`config.mk`:
```
export PLATFORM = sky130hd
export DESIGN_NAME = dds_phase_gen
export DESIGN_NICKNAME = d
export VERILOG_FILES = /design/src/rtl/dds_phase_gen.sv
export SDC_FILE = /design/constraint.sdc
export NUM_CORES = 1
export LEC_CHECK = 0
export CORE_ASPECT_RATIO = 0.75
export CORE_MARGIN = 10
export CORE_UTILIZATION = 45
export DETAILED_ROUTE_END_ITERATION = 7
export DONT_BUFFER_PORTS = 1
export GPL_TIMING_DRIVEN = 0
export PLACE_DENSITY = 0.69
export SETUP_SLACK_MARGIN = 0.4
export SYNTH_ARGS = -nofsm -noshare
export SYNTH_HDL_FRONTEND = slang
export SYNTH_SLANG_ARGS = --single-unit
```
`constraint.sdc`:
```
create_clock -name clk -period 9.74 [get_ports clk]
set_input_delay 1.948 -clock clk [delete_from_list [all_inputs] [get_ports clk]]
set_output_delay 1.948 -clock clk [all_outputs]
set_load 0.02 [all_outputs]
```
`src/rtl/dds_phase_gen.sv`:
```
// -----------------------------------------------------------------------------
// dds_phase_gen
//
// Phase accumulator (NCO) that feeds the waveform ROM stage. It produces the
// phase sequence, the waveform select and the ROM enable for that stage.
//
// Frequency word, phase offset and waveform select arrive on a valid/ready
// configuration port:
//   - While idle, an accepted configuration becomes active immediately.
//   - While running, it is parked in a shadow register. It becomes active only
//     at a phase wrap, or on the next edge when the active word is zero. This
//     keeps waveform changes on period boundaries.
//
// Stopping is also aligned to a period boundary. When run is lowered, the
// accumulator keeps going until the next carry-out, then returns to idle.
//
// Ports
//   clk         system clock, rising edge
//   rst         synchronous reset, active-high
//   run         level request: 1 = generate, 0 = stop at next period boundary
//   cfg_valid   configuration offered
//   cfg_ready   configuration can be accepted this cycle (combinational)
//   cfg_fword   frequency control word, ACC_W bits
//   cfg_poff    phase offset added to the output phase, PHASE_W bits
//   cfg_select  waveform select: 00 tri, 01 rev-tri, 10 square, 11 cosine
//   rom_en      enable to the ROM stage (registered)
//   select      active waveform select to the ROM stage (registered)
//   phase_out   phase to the ROM stage (registered)
//   wrap_pulse  one-cycle strobe on accumulator carry-out (registered)
// -----------------------------------------------------------------------------
module dds_phase_gen #(
    parameter int ACC_W   = 32,
    parameter int PHASE_W = 8
) (
    input  logic               clk,
    input  logic               rst,
    input  logic               run,
    input  logic               cfg_valid,
    output logic               cfg_ready,
    input  logic [ACC_W-1:0]   cfg_fword,
    input  logic [PHASE_W-1:0] cfg_poff,
    input  logic [1:0]         cfg_select,
    output logic               rom_en,
    output logic [1:0]         select,
    output logic [PHASE_W-1:0] phase_out,
    output logic               wrap_pulse
);

    typedef enum logic [1:0] {
        IDLE      = 2'd0,
        RUN       = 2'd1,
        STOP_PEND = 2'd2
    } state_t;

    state_t state;

    // Active configuration. The active select is the select output register.
    logic [ACC_W-1:0]   acc;
    logic [ACC_W-1:0]   fword;
    logic [PHASE_W-1:0] poff;

    // Configuration staged while running, waiting for a period boundary.
    logic [ACC_W-1:0]   sh_fword;
    logic [PHASE_W-1:0] sh_poff;
    logic [1:0]         sh_select;
    logic               shadow_valid;

    // Next-state helpers
    logic               cfg_fire;
    logic [ACC_W:0]     sum;
    logic               carry;
    logic               fword_zero;
    logic               boundary;
    logic               apply_shadow;
    logic               stop_now;
    logic [PHASE_W-1:0] eff_poff;
    logic [PHASE_W-1:0] run_phase;
    logic [ACC_W-1:0]   idle_fword;
    logic [PHASE_W-1:0] idle_poff;
    logic [PHASE_W-1:0] idle_phase;

    // The ready rule depends only on state, shadow occupancy and reset. While
    // idle the port is always open. While running, one staged configuration
    // at a time is accepted.
    always_comb begin
        cfg_ready = !rst && ((state == IDLE) || !shadow_valid);
    end

    // NOTE: every combinational output gets a value on every path (here by
    // straight-line assignment), so no latch is inferred; blocking '=' is
    // correct in always_comb, non-blocking '<=' is reserved for the flops.
    always_comb begin
        cfg_fire   = cfg_valid && cfg_ready;

        // The extra MSB of the sum is the carry-out, i.e. the phase wrap.
        sum        = {1'b0, acc} + {1'b0, fword};
        carry      = sum[ACC_W];
        fword_zero = (fword == '0);

        // A zero word never wraps. Treat every edge as a boundary so a pending
        // configuration cannot be stranded.
        boundary     = carry || fword_zero;
        apply_shadow = shadow_valid && boundary;

        // run has priority over the stop. Re-raising it on the boundary edge
        // simply keeps generating.
        stop_now   = (state == STOP_PEND) && !run && boundary;

        // The new offset is visible on the same edge the shadow is applied.
        // The new word only joins the following addition.
        eff_poff   = apply_shadow ? sh_poff : poff;
        run_phase  = sum[ACC_W-1 -: PHASE_W] + eff_poff;

        // From idle the accumulator starts at zero, so its first value is the
        // word itself. A configuration accepted on the start edge is used at
        // once.
        idle_fword = cfg_fire ? cfg_fword : fword;
        idle_poff  = cfg_fire ? cfg_poff  : poff;
        idle_phase = idle_fword[ACC_W-1 -: PHASE_W] + idle_poff;
    end

    // NOTE: all state is registered with non-blocking '<=' so every flop
    // samples pre-edge values regardless of statement order.
    always_ff @(posedge clk) begin
        if (rst) begin
            state        <= IDLE;
            acc          <= '0;
            fword        <= '0;
            poff         <= '0;
            select       <= '0;
            sh_fword     <= '0;
            sh_poff      <= '0;
            sh_select    <= '0;
            shadow_valid <= 1'b0;
            rom_en       <= 1'b0;
            phase_out    <= '0;
            wrap_pulse   <= 1'b0;
        end else begin
            case (state)
                IDLE: begin
                    wrap_pulse <= 1'b0;
                    if (cfg_fire) begin
                        fword  <= cfg_fword;
                        poff   <= cfg_poff;
                        select <= cfg_select;
                    end
                    if (run) begin
                        state     <= RUN;
                        acc       <= idle_fword;
                        phase_out <= idle_phase;
                        rom_en    <= 1'b1;
                    end else begin
                        acc       <= '0;
                        phase_out <= '0;
                        rom_en    <= 1'b0;
                    end
                end

                RUN, STOP_PEND: begin
                    wrap_pulse <= carry;

                    if (apply_shadow) begin
                        fword        <= sh_fword;
                        poff         <= sh_poff;
                        select       <= sh_select;
                        shadow_valid <= 1'b0;
                    end

                    if (stop_now) begin
                        state     <= IDLE;
                        acc       <= '0;
                        phase_out <= '0;
                        rom_en    <= 1'b0;
                        // A configuration accepted on the final edge has no
                        // later wrap to wait for, so it becomes active
                        // directly. It can only fire when the shadow was
                        // empty, so it never collides with apply_shadow.
                        if (cfg_fire) begin
                            fword  <= cfg_fword;
                            poff   <= cfg_poff;
                            select <= cfg_select;
                        end
                    end else begin
                        state     <= run ? RUN : STOP_PEND;
                        acc       <= sum[ACC_W-1:0];
                        phase_out <= run_phase;
                        rom_en    <= 1'b1;
                        // Acceptance implies the shadow was empty. A cfg that
                        // lands on a wrap edge therefore waits for the next
                        // boundary.
                        if (cfg_fire) begin
                            sh_fword     <= cfg_fword;
                            sh_poff      <= cfg_poff;
                            sh_select    <= cfg_select;
                            shadow_valid <= 1'b1;
                        end
                    end
                end

                default: begin
                    state <= IDLE;
                end
            endcase
        end
    end

endmodule

```
==> summary.txt, run 1 <==
Logic synthesis
  – Post-synth ARST share: 0%
  – Seq/Total Area, Yosys: around 29%
  – Syn Nets: 1274
  – Distinct cells, synth: just under 70
  – Synthesized area: 9000 um^2
  – Syn avg cell area: 7.65 um^2
  – Number of synthesized flops with an enable pin: 0
  – Synth warn: 0
  – Ys flop type: dfxtp_1
  – Total of flip-flops plus latches after synthesis: 129
  – Mapped Cells: 1176

Setup path
  – Reg2Reg Depth: 19
  – Reg-to-Reg End: phase_out[7]
  – Ordered cell list for the critical path: clkbuf_1, a21oi_1, and2_1, clkbuf_1, clkbuf_1, mux2i_1, inv_1, ha_1, fa_1, a21o_1, a21oi_1, nor2_1, o21ai_0, nand2b_1, xnor2_1, o22ai_1, nand2_1, a21oi_1
  – Required @ worst endpoint: roughly 10000 ps
  – Crit start category: primary input
  – Worst setup EP type: register
  – Worst r2r src: fword[15]
  – CP peak stage delay: 570 ps
  – Crit path DAT: 6000 ps
  – Crit path kind: primary input to register
  – CP max stage cell: a21oi_1
  – Top delay family on crit path: compound AO/OA/AOI/OAI gates
  – R2r setup slk: 4450 ps
  – Bufs and invs on worst path: 4
  – CP max FO: 10

Timing
  – Setup TNS: 0 ps
  – Fin crit share: 58.6%
  – Max Clk Rate: 0.175 GHz
  – Min Tclk post-route: between 5000 and 6000 ps
  – Slew @ Worst Pin: ~1100 ps
  – Setup ws final: 4030 ps
  – Final setup fails: 0
  – Slew headroom: 28.3%
  – Clk_skew: 8.06 ps
  – Final Slew Violations: 0
  – RSZ-0062 raised after global routing: false
  – Final hold vios: 0

Final layout
  – Share of layout cells above drive strength 1: 5.72%
  – Area delta synth->final: 10.0%
  – Final net count: 1293
  – Core Util, Final: 50.8%
  – Finished Layout Cells: 1460
  – # diodes: 0

Global routing
  – Total GRT Usage: 26.2%
  – First-pass GRT wire length: approximately 53000 um
  – Via count of the first global-routing pass: around 8700
  – Largest net degree at the start of global routing: 17
  – GRT overflow: 0
  – Initial antenna violation count: 0

Pwr
  – Peak VDD IR: between 90 and 100 uV
  – Switching share of power: 33.1%
  – P_sw: 0.530 mW
  – Power per cell area: 162 nW/um^2
  – Leak: 3.85 nW
  – Part of the power in registers: 38.0%
  – Power share of the clock group: 41.5%
  – Gate power share: about a fifth
  – Pint: 1.07 mW

Outcome
  – Outcome: finished clean

Clock tree
  – Post-CTS setup buffer count: 0
  – Hold Buf Count CTS: 0
  – Clock root buffer: clkbuf_16
  – TritonCTS clock tree: yes
  – Deepest clock path buffer count: 2
  – Htree depth: 4
  – Post-CTS sizing: 0
  – Clock Latency Late Sink: 450 ps
  – Number of buffers created by CTS: 17
  – Clock transition at path regs: 60 ps
  – Num Clock Sinks: 129

Floorplanning
  – Vert. Die Dim: 142 um
  – IO Pins: 59
  – Core footprint: 19500 um^2
  – FP Rows: 44
  – Die area: around 26000 um^2
  – Die Span X: 183 um
  – Initial core utilization: 46.2%

Placed design
  – Inst Count DP: 1429
  – Hpwl dp: 26300 um
  – Placement Setup Slack: between 3000 and 4000 ps
  – Port Buffers: 0
  – Routability congestion estimate: 0.998

Min path
  – HP Class: register to register
  – Hold Path Stages: 2
  – HP Start: sh_fword[26]
  – Hold endpoint: sh_fword[26]

Drt
  – Drt pass-1 iters: 6
  – Wire per inst: about 24 um
  – DR iter-0 viols: ~1400
  – DRC: 0
  – Via/cell ratio: 6.54
  – Vias after detailed routing: 9550
  – Drt total wl: 34800 um
  – Antenna-violating nets left: 0

Run
  – Total of max-cap violations: 0
## area by class of cell
cell class,count,area (um^2)
buffer,88,400
clock buffer,20,457
clock inverter,11,130
fill,1949,9580
inverter,39,146
multi-input combinational,920,5870
sequential,129,2580
tap,253,317
## layer usage
metal / vias to the layer above / GRT usage (%) / part of all wire, %
met2: 655 / 35.4 / 39
met5: - / 0 / 0
li1: 4340 / - / -
met4: 0 / 8.48 / 2.9
met3: 107 / 11.5 / 17
met1: 4448 / 36.1 / 42
## sequential cells by signal, indices dropped and copies added (netlist names)
name          count
wrap_pulse        1
sh_poff           8
fword            32
sh_select         2
rom_en            1
shadow_valid      1
acc              32
state             2
sh_fword         32
poff              8
phase_out         8
select            2
## tightest hold or removal path: cells and delay by family (launching register included)
| kind | cells | cell delay [ps] |
|---|---|---|
| DFF | 1 | 310 |
| and+or+nand+nor | 1 | 50 |
| AOI/OAI and AO/OA | 1 | 50 |
## power by group through the flow
stage               clock (mW)  sequential, mW  combinational (mW)
floorplan                    0           0.597               0.234
global placement             0           0.615               0.312
detailed placement           0           0.616               0.315
CTS                      0.660           0.605               0.318
global route             0.681           0.610               0.356
finish                   0.664           0.608               0.328
## placed cells by master, fill, tap and decap left out, types with 6 or more instances in the layout
master,count
nand2_1,166
dfxtp_1,129
a21oi_1,116
nor2_1,83
o21ai_0,71
clkbuf_1,69
nand3_1,53
mux2i_1,51
ha_1,49
inv_1,37
nor3_1,32
a311oi_1,21
xnor2_1,20
a211oi_1,19
a21o_1,18
xor2_1,17
o22ai_1,17
clkbuf_16,17
nand2b_1,16
a221oi_1,16
o211a_1,14
o211ai_1,12
buf_2,11
o21a_1,9
a31oi_1,9
o311a_1,9
nor4_1,8
and2_1,7
buf_6,7
o21ai_2,7
or3_1,6
## worst max path at each step
stage          start           end  cells after the start
2_1_floorplan    rst  phase_out[6]                     18
3_3_place_gp     rst  phase_out[6]                     18
3_5_place_dp     rst  phase_out[6]                     18
4_1_cts          rst  phase_out[6]                     18
5_1_grt          rst  phase_out[6]                     18
6_report         rst  phase_out[6]                     18
## cell usage after synthesis (3+ instances only)
| master | count | area share (%) |
|---|---|---|
| a211oi_1 | 19 | 1.6 |
| a21o_1 | 18 | 1.5 |
| a21oi_1 | 116 | 6.4 |
| a221oi_1 | 16 | 1.6 |
| a22oi_1 | 5 | 0.42 |
| a311oi_1 | 21 | 2.0 |
| a31oi_1 | 9 | 0.63 |
| and2_1 | 7 | 0.49 |
| and3_1 | 5 | 0.35 |
| buf_2 | 11 | 0.61 |
| buf_6 | 7 | 0.88 |
| clkbuf_1 | 68 | 2.8 |
| dfxtp_1 | 129 | 29 |
| fa_1 | 3 | 0.67 |
| ha_1 | 49 | 6.8 |
| inv_1 | 37 | 1.5 |
| mux2i_1 | 51 | 5.7 |
| nand2_1 | 166 | 6.9 |
| nand2b_1 | 16 | 1.1 |
| nand3_1 | 53 | 2.9 |
| nand4_1 | 5 | 0.35 |
| nor2_1 | 83 | 3.5 |
| nor2b_1 | 5 | 0.35 |
| nor3_1 | 32 | 1.8 |
| nor4_1 | 8 | 0.56 |
| o211a_1 | 14 | 1.6 |
| o211ai_1 | 12 | 1.0 |
| o21a_1 | 9 | 0.75 |
| o21ai_0 | 71 | 3.9 |
| o21ai_2 | 7 | 0.68 |
| o21bai_1 | 3 | 0.25 |
| o221a_1 | 5 | 0.63 |
| o22ai_1 | 17 | 1.2 |
| o311a_1 | 9 | 1.0 |
| or2_2 | 3 | 0.21 |
| or3_1 | 6 | 0.42 |
| xnor2_1 | 20 | 1.9 |
| xor2_1 | 17 | 1.7 |
## through the flow
step                area [um^2]  power [mW]  hold slack (ps)
CTS                        9900        1.58              455
floorplan                  9000       0.831              433
detailed placement         9320       0.931              447
global route               9900        1.65              477
finish                     9900        1.60              455
global placement           9320       0.927              442
## cell families (layout without fill, tap and decap cells)
group | Yosys count | in the layout | share of synthesized area (%)
AND/OR/NAND/NOR | 397 | 397 | 19.8
AO/OA/AOI/OAI | 382 | 382 | 28.5
flip-flops | 129 | 129 | 28.7
buffers and inverters | 127 | 158 | 6.07
adder cells (fa/ha/maj) | 52 | 52 | 7.48
multiplexers | 51 | 51 | 5.67
XOR/XNOR | 38 | 38 | 3.85
Note: power is estimated with default switching activity, not from simulation.
==> inputs of run 2 (changes only) <==
==> constraint.sdc (replaced) <==
create_clock -name clk -period 6 [get_ports clk]
set_input_delay 1.2 -clock clk [delete_from_list [all_inputs] [get_ports clk]]
set_output_delay 1.2 -clock clk [all_outputs]
set_load 0.02 [all_outputs]
==> run 2 against run 1 <==
Effect of this change:
- critical path depth up 2
- wire length about the same
- clock skew up 1.1 ps
- worst hold slack about the same
- combinational power up 63%
- sequential power up 62%
- final area about the same
- utilization about the same
- sequential cell count unchanged
- sequential share of layout area about the same
- total power up 62%
- die area unchanged
==> summary.txt, run 2 (same netlist as run 1, synthesis figures left out) <==
Outcome
  – Outcome: finished clean (unchanged)

Final layout
  – # diodes: 0 (unchanged)
  – Most common cell after layout, fill and taps aside: nand2_1 (unchanged)
  – Most frequent cells in the layout: 166 x nand2_1, 129 x dfxtp_1, 116 x a21oi_1 (unchanged)
  – Share of layout cells above drive strength 1: 5.79% (was 5.72%)
  – Core Util, Final: 50.9% (was 50.8%)
  – Area delta synth->final: 10.1% (was 10.0%)
  – Top flop regs: acc x32, fword x32, sh_fword x32 (unchanged)
  – Final net count: 1294 (was 1293)

Setup path
  – Required @ worst endpoint: 6360 ps (was 10030 ps)
  – CP max FO: 10 (unchanged)
  – Ordered cell list for the critical path: ha_1, inv_1, fa_1, nor2b_1, o31a_1, o21ai_1, a21oi_2, a2111o_1, clkbuf_1, nand3_1, o21ai_2, ha_1, a21oi_1, nor2b_1, o21a_1, o21ai_0, nand2b_1, a21oi_1, xnor3_1, o22ai_1 (was clkbuf_1, a21oi_1, and2_1, clkbuf_1, clkbuf_1, mux2i_1, inv_1, ha_1, fa_1, a21o_1, a21oi_1, nor2_1, o21ai_0, nand2b_1, xnor2_1, o22ai_1, nand2_1, a21oi_1)
  – R2r setup slk: 820 ps (was 4450 ps)
  – Worst setup EP type: register (unchanged)
  – CP peak stage delay: 500 ps (was 570 ps)
  – Crit path DAT: 5550 ps (was 6000 ps)
  – Crit start category: register (was primary input)
  – CP max stage cell: clkbuf_1 (was a21oi_1)
  – Crit path kind: register to register (was primary input to register)

Pwr
  – Part of the power in registers: 38.1% (was 38.0%)
  – Pwr Total: 2.59 mW (was 1.60 mW)
  – Leak: 3.85 nW (about the same)
  – Peak VDD IR: 154 uV (was 95.1 uV)
  – Power per cell area: 262 nW/um^2 (was 162 nW/um^2)
  – Gate power share: 20.6% (was 20.5%)
  – P_sw: 0.854 mW (was 0.530 mW)
  – Power share of the clock group: 41.3% (was 41.5%)
  – Pint: 1.74 mW (was 1.07 mW)
  – Switching share of power: 32.9% (was 33.1%)

Global routing
  – Initial antenna violation count: 0 (unchanged)
  – Largest net degree at the start of global routing: 17 (unchanged)
  – GRT overflow: 0 (unchanged)
  – First-pass GRT wire length: 52800 um (unchanged)
  – Total GRT Usage: 26.2% (unchanged)
  – Via count of the first global-routing pass: 8686 (unchanged)

Placed design
  – Routability congestion estimate: 0.998 (unchanged)
  – Hpwl dp: 26300 um (unchanged)
  – Port Buffers: 0 (unchanged)

Timing
  – Slew @ Worst Pin: 1060 ps (was 1070 ps)
  – Final hold vios: 0 (unchanged)
  – Max Clk Rate: 0.193 GHz
  – Final Slew Violations: 0 (unchanged)
  – RSZ-0062 raised after global routing: false (unchanged)
  – Setup TNS: 0 ps (unchanged)
  – Min Tclk post-route: 5180 ps
  – Fin crit share: 86.4%
  – Clk_skew: 9.18 ps (was 8.06 ps)
  – Final setup fails: 0 (unchanged)
  – Slew headroom: 29.1% (was 28.3%)

Clock tree
  – Clock Latency Late Sink: 440 ps (was 450 ps)
  – Deepest clock path buffer count: 2 (unchanged)
  – Clock root buffer: clkbuf_16 (unchanged)
  – Htree depth: 4 (unchanged)
  – Clock transition at path regs: 60 ps (about the same)
  – Number of buffers created by CTS: 17 (unchanged)
  – TritonCTS clock tree: yes (unchanged)
  – Num Clock Sinks: 129 (unchanged)
  – Hold Buf Count CTS: 0 (unchanged)

Drt
  – DR iter-0 viols: 1474 (was 1352)
  – Antenna-violating nets left: 0 (unchanged)
  – Wire per inst: 23.8 um (about the same)
  – Vias after detailed routing: 9516 (was 9550)
  – Drt pass-1 iters: 8 (was 6)
  – Via/cell ratio: 6.51 (was 6.54)
  – Drt total wl: 34800 um (about the same)
  – DRC: 0 (unchanged)

Floorplanning
  – FP Rows: 44 (unchanged)
  – IO Pins: 59 (unchanged)
  – Die Span X: 183 um (unchanged)
  – Vert. Die Dim: 142 um (unchanged)
  – Initial core utilization: 46.2% (unchanged)
  – Core footprint: 19500 um^2 (unchanged)
  – Die area: 26100 um^2 (unchanged)

Run
  – Total of max-cap violations: 0 (unchanged)

Min path
  – HP Class: register to register (unchanged)
-- run 2: cell count changes in the layout (fill, tap and decap cells not counted), sizes merged --
cell	change
buf	+1
-- run 2: through the flow --
step / area [um^2] / cells / hold slack, ps / worst slack (ps)
floorplan: 9000 / 1176 / 433 / 1510
global placement: 9320 / 1429 / 442 / 736
detailed placement: 9320 / 1429 / 447 / 657
CTS: 9900 / 1460 / 455 / 809
global route: 9910 / 1461 / 477 / 571
finish: 9910 / 1461 / 455 / 817
-- run 2: routing by layer --
metal,vias up,routed length (um),global-route usage [%]
met3,101,5840,11.5
met1,4408,14500,36.1
li1,4350,-,-
met2,657,13400,35.4
met5,-,0,0
met4,0,1040,8.48
-- run 2: path summary, 6_finish.rpt --
path,startpoint,endpoint,depth (start not counted)
max,fword[0],phase_out[7],20
min reg2reg,sh_fword[26],sh_fword[26],2
min,sh_fword[26],sh_fword[26],2
max reg2reg,fword[0],phase_out[7],20
-- run 2: critical path, delay by kind of cell, from the launching register on --
kind            cells  cell delay, ps
simple gates        4             510
flops               1             420
xor+xnor            1             350
buf+inv             2             570
fa+ha+maj           3            1010
compound gates     10            2230
-- run 2: power groups by stage --
stage          clock, mW  sequential, mW  combinational, mW
6_report            1.07           0.987              0.535
4_1_cts             1.07           0.981              0.516
3_5_place_dp           0            1.00              0.512
5_1_grt             1.11           0.990              0.578
2_1_floorplan          0           0.970              0.379
3_3_place_gp           0           0.998              0.506
-- run 2: area by class of cell --
| cell class | count | area, um^2 |
|---|---|---|
| fill | 1948 | 9580 |
| multi-input combinational | 920 | 5870 |
| sequential | 129 | 2580 |
| clock buffer | 20 | 457 |
| buffer | 88 | 400 |
| tap | 253 | 317 |
| inverter | 39 | 146 |
| clock inverter | 11 | 130 |
| timing repair buffer | 1 | 7.51 |
-- run 2: repair_timing --
item / 4_1_cts / 5_1_grt
gates resized for setup: 0 / 0
hold endpoints to repair: 0 / 0
buffers inserted: 0 / 1
endpoints found under the setup margin: 0 / 1
